<file path="config.mk">
export PLATFORM = sky130hd
export DESIGN_NAME = serial_rx_buffer
export DESIGN_NICKNAME = d
export VERILOG_FILES = /design/src/rtl/serial_pkg.sv /design/src/rtl/serial_fifo_mem.sv /design/src/rtl/serial_rx_buffer.sv
export SDC_FILE = /design/constraint.sdc
export NUM_CORES = 1
export LEC_CHECK = 0
export BUFFER_PORTS_ARGS = -buffer_cell sky130_fd_sc_hd__buf_2
export CAP_MARGIN = 20
export CORE_ASPECT_RATIO = 1.1
export CORE_MARGIN = 8
export CORE_UTILIZATION = 40
export CTS_CLUSTER_SIZE = 10
export DETAILED_ROUTE_END_ITERATION = 8
export GPL_TIMING_DRIVEN = 0
export SLEW_MARGIN = 40
export SYNTH_ARGS = -nofsm -noshare
export SYNTH_HDL_FRONTEND = slang
export SYNTH_HIERARCHICAL = 1
export SYNTH_SLANG_ARGS = --single-unit
</file>
<file path="constraint.sdc">
create_clock -name Clock -period 4.7 [get_ports Clock]
set_input_delay 0 -clock Clock [delete_from_list [all_inputs] [get_ports Clock]]
set_output_delay 0 -clock Clock [all_outputs]
set_load 0.01 [all_outputs]
</file>
<file path="src/rtl/serial_pkg.sv">
// serial_pkg: shared width and capture-FSM state encoding for the serial receive path.
package serial_pkg;
   localparam int SER_DATA_W = 16;
   typedef enum logic [1:0] {
      RX_IDLE = 2'd0,
      RX_ACK  = 2'd1,
      RX_DROP = 2'd2
   } rx_state_t;
endpackage

</file>
<file path="src/rtl/serial_fifo_mem.sv">
// serial_fifo_mem: register-array FIFO storage with a synchronous write port
// and a synchronous read into a resettable output register.
module serial_fifo_mem
   import serial_pkg::*;
#(
   parameter int DATA_W = SER_DATA_W,
   parameter int ADDR_W = 3
) (
   input  logic              clk,
   input  logic              rst_n,
   input  logic              wr_en,
   input  logic [ADDR_W-1:0] wr_addr,
   input  logic [DATA_W-1:0] wr_data,
   input  logic              rd_en,
   input  logic [ADDR_W-1:0] rd_addr,
   output logic [DATA_W-1:0] rd_data
);
   logic [DATA_W-1:0] mem [2**ADDR_W];

   always_ff @(posedge clk)
      if (wr_en) mem[wr_addr] <= wr_data;

   // The read register holds its value when no pop occurs.
   always_ff @(posedge clk or negedge rst_n)
      if (!rst_n) rd_data <= '0;
      else if (rd_en) rd_data <= mem[rd_addr];
endmodule

</file>
<file path="src/rtl/serial_rx_buffer.sv">
// serial_rx_buffer: acknowledges words from the SerialController with a one-cycle
// Read pulse and queues them in a FIFO that the consumer drains independently.
module serial_rx_buffer
   import serial_pkg::*;
#(
   parameter int DATA_W = SER_DATA_W,
   parameter int DEPTH  = 8,
   parameter int ADDR_W = $clog2(DEPTH)
) (
   input  logic              Clock,
   input  logic              Reset_n,
   input  logic              SerValid,
   input  logic [DATA_W-1:0] SerData,
   output logic              SerRead,
   input  logic              PopReq,
   output logic [DATA_W-1:0] PopData,
   output logic              PopValid,
   output logic              Empty,
   output logic              Full,
   output logic [ADDR_W:0]   Count,
   output logic              Stall
);
   rx_state_t         state, next;
   logic [ADDR_W-1:0] wr_ptr, rd_ptr;
   logic              wr_en, rd_en;

   always_ff @(posedge Clock or negedge Reset_n)
      if (!Reset_n) state <= RX_IDLE;
      else state <= next;

   // DROP waits for Valid to fall so a slow controller cannot be captured twice.
   always_comb begin
      next = (state == RX_IDLE) ? (wr_en ? RX_ACK : RX_IDLE) :
             (state == RX_ACK)  ? RX_DROP :
             (SerValid ? RX_DROP : RX_IDLE);
   end

   always_comb begin
      SerRead = (state == RX_ACK);
      wr_en   = (state == RX_IDLE) && SerValid && !Full;
      rd_en   = PopReq && !Empty;
      Stall   = SerValid && Full;
   end

   assign Full  = (Count == (ADDR_W+1)'(DEPTH));
   assign Empty = (Count == '0);

   always_ff @(posedge Clock or negedge Reset_n)
      if (!Reset_n) begin
         wr_ptr   <= '0;
         rd_ptr   <= '0;
         Count    <= '0;
         PopValid <= 1'b0;
      end else begin
         wr_ptr   <= wr_ptr + ADDR_W'(wr_en);
         rd_ptr   <= rd_ptr + ADDR_W'(rd_en);
         Count    <= Count + (ADDR_W+1)'(wr_en) - (ADDR_W+1)'(rd_en);
         PopValid <= rd_en;
      end

   serial_fifo_mem #(.DATA_W(DATA_W), .ADDR_W(ADDR_W)) u_mem (
      .clk     (Clock),
      .rst_n   (Reset_n),
      .wr_en   (wr_en),
      .wr_addr (wr_ptr),
      .wr_data (SerData),
      .rd_en   (rd_en),
      .rd_addr (rd_ptr),
      .rd_data (PopData)
   );
endmodule

</file>
==> impl_metrics.tcl, run 1 <==
set metrics [dict create \
    outcome "finished clean" \
    hold_viol_final 0 \
    cts_buffer_depth 2 \
    first_global_vias 3771 \
    cp_max_fo 10 \
    crit_required_ns 5.05 \
    nNetsFinal 496 \
    cts_hold_buf 19 \
    finalSetupViolCount 0 \
    synthFlopType "edfxtp_1" \
    worst_r2r_path_depth 7 \
    antenna_found_initial 0 \
    htreeDepth 4 \
    io_pins 45 \
    area_growth_pct 22.6 \
    route.detailed.drc 0 \
    rsz0062_at_grt "no" \
    gr-total-overflow 0 \
    slew_violations 0 \
    finalPower_mw 4.70 \
    die_h_um 148 \
    yosysSeqAreaShare 0.726 \
    synth-async-reset-ratio 0.185 \
    critPathLaunchType "flop" \
    dp_cells 627 \
    insertedDiodeCount 0 \
    synth_area_leader_cell "edfxtp_1" \
    p_leak_nw 2.98 \
    fin_tns_setup_ns 0 \
    clk_latency_ns 0.42 \
    wl_per_cell_um 20.7 \
    cts_buffers 17 \
    via_count 3468 \
    synth_edf_count 128 \
    cts_resized 0 \
    wirelength_um 14100 \
    crit_type "flop to flop" \
    layout-drive-gt1-share 0.232 \
    initial_core_util 0.404 \
    cts-root-buf "clkbuf_16" \
    hold_ws_ns 0.0828 \
    instances_no_fill 678 \
    track_usage 0.148 \
    ir_worst_vdd_v 0.000336 \
    syn_area_um2 6290 \
    min_period_over_period 0.583 \
    syn_avg_cell_area_um2 17.0 \
    synthCells 371 \
    yosysWarnings 6 \
    fin_crit_ns 2.74 \
    hp-class "input port to asynchronous set/reset pin" \
    worstPathCellList "inv_1 > ha_1 > nor3b_1 > nor2b_1 > clkbuf_1 > clkbuf_1 > a41o_1" \
    max_freq_ghz 0.365 \
    first_pass_iters 4 \
    crit_arrival_ns 3.09 \
    vias_per_cell 5.12 \
    cp_common_cell "clkbuf_1" \
    port_buffers 44 \
    dieArea_um2 20000 \
    slowest_delay_ns 0.58 \
    cts_setup_buffers 0 \
    yosysUniqueCellTypes 29 \
    cp_num_buf_inv 3 \
    path_depth 7 \
    yosysTopAreaCellShare 0.611 \
    std_cell_rows 48 \
    cts_sinks 157 \
    clk_pin_slew_ns 0.06 \
    tightest_slew_ns 0.762 \
    path_delay_family "buffers and inverters" \
    die_w_um 136 \
    pwr_density_cell_nw_per_um2 609 \
    critPathCaptureType "flop" \
    fin_util 0.496 \
    fin_worst_skew_ns 0.00901 \
    grt_max_degree 30 \
    ys_ff_latch 157 \
    core_um2 15600 \
    grt_pass1_wl_um 21800 \
    cpMaxStageDelayCell "clkbuf_1" \
    dp_hpwl_um 9120 \
    drtAntennaViolNets 0 \
    place_congestion 0.715 \
    cts_tree "built" \
    maxCapViolations 0 \
    synth.area.top_cells "edfxtp_1 61%, dfrtp_1 12%, mux2i_1 7.6%" \
    max_slew_margin 0.492 \
    synth_fp_nets 402 \
    drt-initial-drc-count 317 \
]
-- stage by stage --
stage / worst slack [ns] / cell area, um^2
floorplan: 1.91 / 6290
global placement: 0.592 / 6760
detailed placement: 1.91 / 6940
CTS: 1.86 / 7710
global route: 1.75 / 7710
finish: 1.96 / 7710
-- sequential cells by signal (all words and copies together), names as in the netlist --
signal / count
u_mem/mem: 128
u_mem/rd_data: 16
Count: 4
rd_ptr: 3
wr_ptr: 3
state: 2
PopValid: 1
-- logic make-up after synthesis --
kind of cell    synth area share
simple gates              0.0700
mux                       0.0764
xor+xnor                 0.00557
flops                      0.726
buf+inv                   0.0278
compound gates            0.0706
fa+ha+maj                 0.0231
-- final timing paths --
| kind | slack (ns) | from | end |
|---|---|---|---|
| hold / removal | 0.08 | Reset_n | PopValid |
| max in group asynchronous | 4.29 | Reset_n | u_mem/rd_data[4] |
| setup reg to reg | 1.96 | Count[2] | u_mem/rd_data[11] |
| hold reg to reg | 0.47 | rd_ptr[2] | rd_ptr[2] |
| min in group Clock | 0.36 | SerValid | state[1] |
| setup / recovery | 1.96 | Count[2] | u_mem/rd_data[11] |
-- routing by layer --
| layer | GRT usage | up-vias | routed length (um) |
|---|---|---|---|
| li1 | - | 1620 | - |
| met1 | 0.192 | 1736 | 6160 |
| met2 | 0.234 | 96 | 6910 |
| met3 | 0.0380 | 16 | 815 |
| met4 | 0.0500 | 0 | 170 |
| met5 | 0 | - | 0 |
-- report_power, final --
group | switching (mW) | internal [mW]
combinational | 0.876 | 0.635
sequential | 0.122 | 1.76
clock | 0.522 | 0.784
total | 1.52 | 3.18
-- synth_stat cells, types with 2 or more instances --
cell type / number
a211o_1: 16
a21o_1: 2
a22oi_1: 16
a41o_1: 16
buf_2: 2
buf_4: 7
buf_6: 5
clkbuf_1: 7
dfrtp_1: 29
edfxtp_1: 128
ha_1: 10
inv_1: 8
mux2i_1: 48
nand2_1: 2
nand2b_1: 3
nand3_1: 16
nor2_1: 7
nor2b_1: 35
nor3_1: 2
xor2_1: 3
-- cells in the final DEF (no fill, tap or decap), types with 3 or more instances in the layout --
cell	count
edfxtp_1	128
mux2i_1	48
buf_2	47
nor2b_1	35
dfrtp_1	29
clkbuf_16	20
dlygate4sd3_1	19
a22oi_1	16
nand3_1	16
a211o_1	16
a41o_1	16
buf_4	11
ha_1	10
clkbuf_1	10
inv_1	8
buf_6	8
nor2_4	6
buf_8	4
xor2_1	3
clkinv_2	3
inv_4	3
nand2b_1	3
-- worst reg2reg max path: stages (launching register included) --
cell and delay, ns:
dfrtp_1 0.35, inv_1 0.08, ha_1 0.21, nor3b_1 0.14, nor2b_1 0.50, clkbuf_1 0.58, clkbuf_1 0.56, a41o_1 0.26
-- area by class of cell --
type / count / area, um^2
tap: 200 / 250
sequential: 157 / 4570
multi-input combinational: 185 / 1600
clock inverter: 8 / 51.3
clock buffer: 24 / 526
inverter: 8 / 30.0
timing repair buffer: 75 / 539
fill: 1298 / 7840
buffer: 21 / 145
Power figures use the tool's default switching activity.
==> run 2, diff against run 1 <==
==> constraint.sdc (replaced) <==
create_clock -name Clock -period 2.21 [get_ports Clock]
set_input_delay 0 -clock Clock [delete_from_list [all_inputs] [get_ports Clock]]
set_output_delay 0 -clock Clock [all_outputs]
set_load 0.01 [all_outputs]
==> run 2 against run 1 <==
Net effect:
- the run now ends with setup timing left
- register-to-register slack got worse by 2.0 ns
- largest cell class unchanged
- wire length increased by 1.9%
- critical endpoint is now Count[1]
- first-iteration DRC count decreased by 30%
- highest routed layer unchanged
- critical path depth increased by 3
- critical path type unchanged
- clock power increased by 130%
- clock skew increased by 0.00091 ns
==> impl_metrics.tcl, run 2 (synthesis results as in run 1) <==
set metrics [dict create \
    dp_slack_ns -0.436 \
    place_congestion 0.732 \
    violations "setup timing" \
    cts-root-buf "clkbuf_16" \
    drtAntennaViolNets 0 \
    outcome "complete, but fails checks" \
    ir_worst_vdd_v 0.000677 \
    antenna_found_initial 0 \
    clk_latency_ns 0.41 \
    instances_no_fill 688 \
    hold_viol_final 0 \
    layout_commonest_cell "edfxtp_1" \
    critPathCaptureType "flop" \
    p_leak_nw 3.09 \
    htreeDepth 4 \
    crit_type "flop to flop" \
    layout-drive-gt1-share 0.283 \
    fillers 1254 \
    wl_per_cell_um 20.8 \
    finalSetupViolCount 1 \
    largest_register_ffs 128 \
    place_area_um2 6940 \
    first_pass_iters 5 \
    worstSetupStartpoint "Count[3]" \
    min_period_over_period 1.00 \
    grt_max_degree 30 \
    gr-total-overflow 0 \
    multi_input_area_um2 1680 \
    std_cell_rows 48 \
    r2r_start "Count[3]" \
    hold_ws_ns 0.0695 \
    dp_cells 622 \
    die_w_um 136 \
    seq_area_um2 4570 \
    initial_core_util 0.404 \
    fin_tns_setup_ns -0.00774 \
    fin_worst_skew_ns 0.00991 \
    maxCapViolations 0 \
    first_global_vias 3892 \
    dp_hpwl_um 9060 \
    max_slew_margin 0.536 \
    die_h_um 148 \
    setup_ws_ns -0.00774 \
    fin_area_um2 8020 \
    area_growth_pct 27.5 \
    largest-register "u_mem/mem" \
    port_buffers 44 \
    hp-class "input port to asynchronous set/reset pin" \
    grt_pass1_wl_um 22000 \
    max_freq_ghz 0.451 \
    cts_buffer_depth 2 \
    layout_common_cells "128 x edfxtp_1, 48 x mux2i_1, 45 x buf_2" \
    fin_util 0.516 \
    wirelength_um 14300 \
    fin_crit_ns 2.22 \
    via_count 3591 \
    cts_buffers 17 \
    rsz0062_at_grt "yes" \
    cts_sinks 157 \
    vias_per_cell 5.22 \
    slew_violations 0 \
    crit_required_ns 2.52 \
    insertedDiodeCount 0 \
    reg_top3 "u_mem/mem (128), u_mem/rd_data (16), Count (4)" \
    track_usage 0.148 \
    tightest_slew_ns 0.693 \
    pwr_density_cell_nw_per_um2 1320 \
    route.detailed.drc 0 \
    io_pins 45 \
    dieArea_um2 20000 \
    crit_arrival_ns 2.53 \
    cts_tree "built" \
    drt-initial-drc-count 223 \
    clk_pin_slew_ns 0.06 \
    core_um2 15600 \
    critPathLaunchType "flop" \
    nNetsFinal 506 \
    cp_max_fo 3 \
    finalPower_mw 10.6 \
]
run 2: path summary, 6_finish.rpt:
check | to | slack (ns) | cells past startpoint
hold reg to reg | rd_ptr[2] | 0.46 | 1
hold / removal | Count[2] | 0.07 | 2
setup / recovery | Count[1] | -0.008 | 10
setup reg to reg | Count[1] | -0.008 | 10
max in group asynchronous | u_mem/rd_data[9] | 1.82 | 2
min in group Clock | PopValid | 0.15 | 4
run 2: cell type report:
cell class,instances,area share
well taps,200,0.0312
inverters,8,0.00406
plain buffers,21,0.0189
flip-flops and latches,157,0.570
clock inverters,10,0.0206
repair buffers,85,0.0888
multi-input cells,185,0.210
clock buffers,22,0.0566
run 2: routing by layer:
layer	share of wire	track usage	up-vias
li1	-	-	1640
met1	0.44	0.185	1854
met2	0.51	0.246	84
met3	0.040	0.0326	13
met4	0.013	0.0534	0
met5	0	0	-
run 2: repair_timing:
action | CTS | global route
resized for setup | 9 | 10
hold buffers | 18 | 0
hold endpoints to repair | 159 | 0
pin swaps | 15 | 5
buffers inserted | 15 | 1
endpoints found under the setup margin | 105 | 19
run 2: critical path, stage by stage (launching register included):
cell and delay [ns]:
dfrtp_1 0.42, ha_4 0.17, nor3b_4 0.15, nor4b_4 0.28
inv_2 0.08, ha_4 0.25, inv_4 0.05, ha_4 0.12
inv_2 0.04, fa_2 0.52, inv_2 0.03
run 2: report_power, final:
group	internal, mW	switching [mW]
registers	3.74	0.316
logic	1.57	1.97
clock network	1.92	1.09
total	7.23	3.38
==> run 3, diff against run 2 <==
--- a/config.mk
+++ b/config.mk
@@ -13,6 +13,7 @@
 export CTS_CLUSTER_SIZE = 10
 export DETAILED_ROUTE_END_ITERATION = 8
 export GPL_TIMING_DRIVEN = 0
+export PLACE_DENSITY = 0.69
 export SLEW_MARGIN = 40
 export SYNTH_ARGS = -nofsm -noshare
 export SYNTH_HDL_FRONTEND = slang
==> run 3 against run 2 <==
Net effect:
- the run still ends with setup timing left
- fmax fell by 0.39%
- final area rose by 0.86%
- sequential power barely moved
- clock skew decreased by 0.0040 ns
- sequential share of layout area down 0.48 points
- critical path depth unchanged
- final cell count is 0.15% higher
- clock-buffer cell count is 1 lower
- sequential cell count did not move
- core utilization is 0.44 points higher
- global-route usage shrank 0.19 points
- critical endpoint unchanged
- largest cell class unchanged
==> impl_metrics.tcl, run 3 (synthesis results as in run 1) <==
set metrics [dict create \
    fin_crit_ns 2.23 \
    finalPower_mw 10.8 \
    r2r_slack_ns -0.02 \
    outcome "complete, but fails checks" \
    initial_core_util 0.404 \
    place_area_um2 6980 \
    grt_pass1_wl_um 21600 \
    layout-drive-gt1-share 0.282 \
    clk_latency_ns 0.41 \
    rr_endpoint "Count[1]" \
    std_cell_rows 48 \
    dieArea_um2 20000 \
    layout_commonest_cell "edfxtp_1" \
    io_pins 45 \
    insertedDiodeCount 0 \
    p_leak_nw 3.13 \
    dp_hpwl_um 8890 \
    crit_end "Count[1]" \
    cts_tree "built" \
    worstSetupStartpoint "Count[3]" \
    cts_buffers 17 \
    max_slew_margin 0.541 \
    cts_buffer_depth 2 \
    largest_register_ffs 128 \
    place_congestion 0.730 \
    r2r_start "Count[3]" \
    cp_max_fo 6 \
    critPathCaptureType "flop" \
    gr-total-overflow 0 \
    htreeDepth 4 \
    min_period_over_period 1.01 \
    slew_violations 0 \
    slowest_delay_ns 0.51 \
    grt_max_degree 30 \
    vias_per_cell 5.31 \
    antenna_found_initial 0 \
    setup_ws_ns -0.0164 \
    maxCapViolations 0 \
    first_global_vias 3874 \
    nNetsFinal 507 \
    finalSetupViolCount 1 \
    tightest_slew_ns 0.689 \
    core_um2 15600 \
    critPathLaunchType "flop" \
    layout_common_cells "128 x edfxtp_1, 48 x mux2i_1, 45 x buf_2" \
    largest-register "u_mem/mem" \
    drtAntennaViolNets 0 \
    worstPathCellList "inv_1 > ha_1 > nor3b_2 > nor2b_4 > ha_4 > inv_2 > ha_4 > inv_2 > fa_2 > inv_1" \
    violations "setup timing" \
    crit_arrival_ns 2.53 \
    area_growth_pct 28.6 \
    cts_sinks 157 \
    fin_area_um2 8090 \
    route.detailed.drc 0 \
    pwr_density_cell_nw_per_um2 1340 \
    wl_per_cell_um 20.8 \
    fin_tns_setup_ns -0.0164 \
    hp-class "input port to asynchronous set/reset pin" \
    rsz0062_at_grt "yes" \
    cpMaxStageDelayCell "fa_2" \
    fillers 1216 \
    clk_pin_slew_ns 0.06 \
    reg_top3 "u_mem/mem (128), u_mem/rd_data (16), Count (4)" \
    worst_r2r_path_depth 10 \
    crit_required_ns 2.52 \
    track_usage 0.146 \
    die_h_um 148 \
    first_pass_iters 6 \
    wirelength_um 14400 \
    crit_type "flop to flop" \
    via_count 3662 \
    max_freq_ghz 0.449 \
    fin_worst_skew_ns 0.00593 \
    ir_worst_vdd_v 0.000672 \
    port_buffers 44 \
    die_w_um 136 \
    cts-root-buf "clkbuf_16" \
    drt-initial-drc-count 285 \
    hold_viol_final 0 \
]
[run 3: how the worst min path moves through the flow]
| stage | start | endpoint | slack, ns | depth (start not counted) |
|---|---|---|---|---|
| 6_report | Reset_n | state[1] | 0.08 | 2 |
| 5_1_grt | Reset_n | state[0] | 0.1 | 2 |
| 4_1_cts | Reset_n | state[0] | 0.22 | 2 |
| 3_5_place_dp | Reset_n | state[0] | 0.13 | 1 |
| 3_3_place_gp | Reset_n | state[0] | 0.12 | 1 |
| 2_1_floorplan | Reset_n | Count[0] | -0.30 | 0 |
[run 3: layout make-up]
| cell class | instances | area [um^2] | share of cell area |
|---|---|---|---|
| Buffer | 21 | 149 | 0.0184 |
| Clock buffer | 21 | 450 | 0.0557 |
| Clock inverter | 11 | 215 | 0.0266 |
| Inverter | 8 | 30.0 | 0.00371 |
| Multi-Input combinational cell | 185 | 1690 | 0.209 |
| Sequential cell | 157 | 4570 | 0.565 |
| Tap cell | 200 | 250 | 0.0309 |
| Timing Repair Buffer | 86 | 731 | 0.0903 |
[run 3: critical path, delay by kind of cell, from the launching register on]
family        cells  cell delay (ns)
fa+ha+maj         4             1.07
simple gates      2             0.41
flops             1             0.41
buf+inv           4             0.23
[run 3: where the power goes]
part | total (mW) | internal (mW) | leakage (nW) | switching (mW)
clock | 3.24 | 2.15 | 0.322 | 1.09
sequential | 4.04 | 3.74 | 1.50 | 0.300
combinational | 3.53 | 1.55 | 1.31 | 1.98
[run 3: stage by stage]
step	util	setup WS, ns	cells	hold slack, ns
2_1_floorplan	-	-0.118	371	-0.296
3_3_place_gp	0.436	-0.919	615	0.123
3_5_place_dp	0.449	-0.336	623	0.135
4_1_cts	0.514	-0.105	684	0.222
5_1_grt	0.520	-0.0940	689	0.0951
6_report	0.520	-0.0164	689	0.0769
[run 3: layer usage]
metal / part of all wire / track usage
met4: 0.017 / 0.0667
met2: 0.54 / 0.257
met5: 0 / 0
met1: 0.41 / 0.165
met3: 0.038 / 0.0322
[run 3: what timing repair did]
action	4_1_cts	5_1_grt
hold buffers	19	0
pin swaps	9	7
gates resized for setup	9	9
endpoints found under the hold margin	160	0
buffers inserted	10	5
endpoints found under the setup margin	113	72
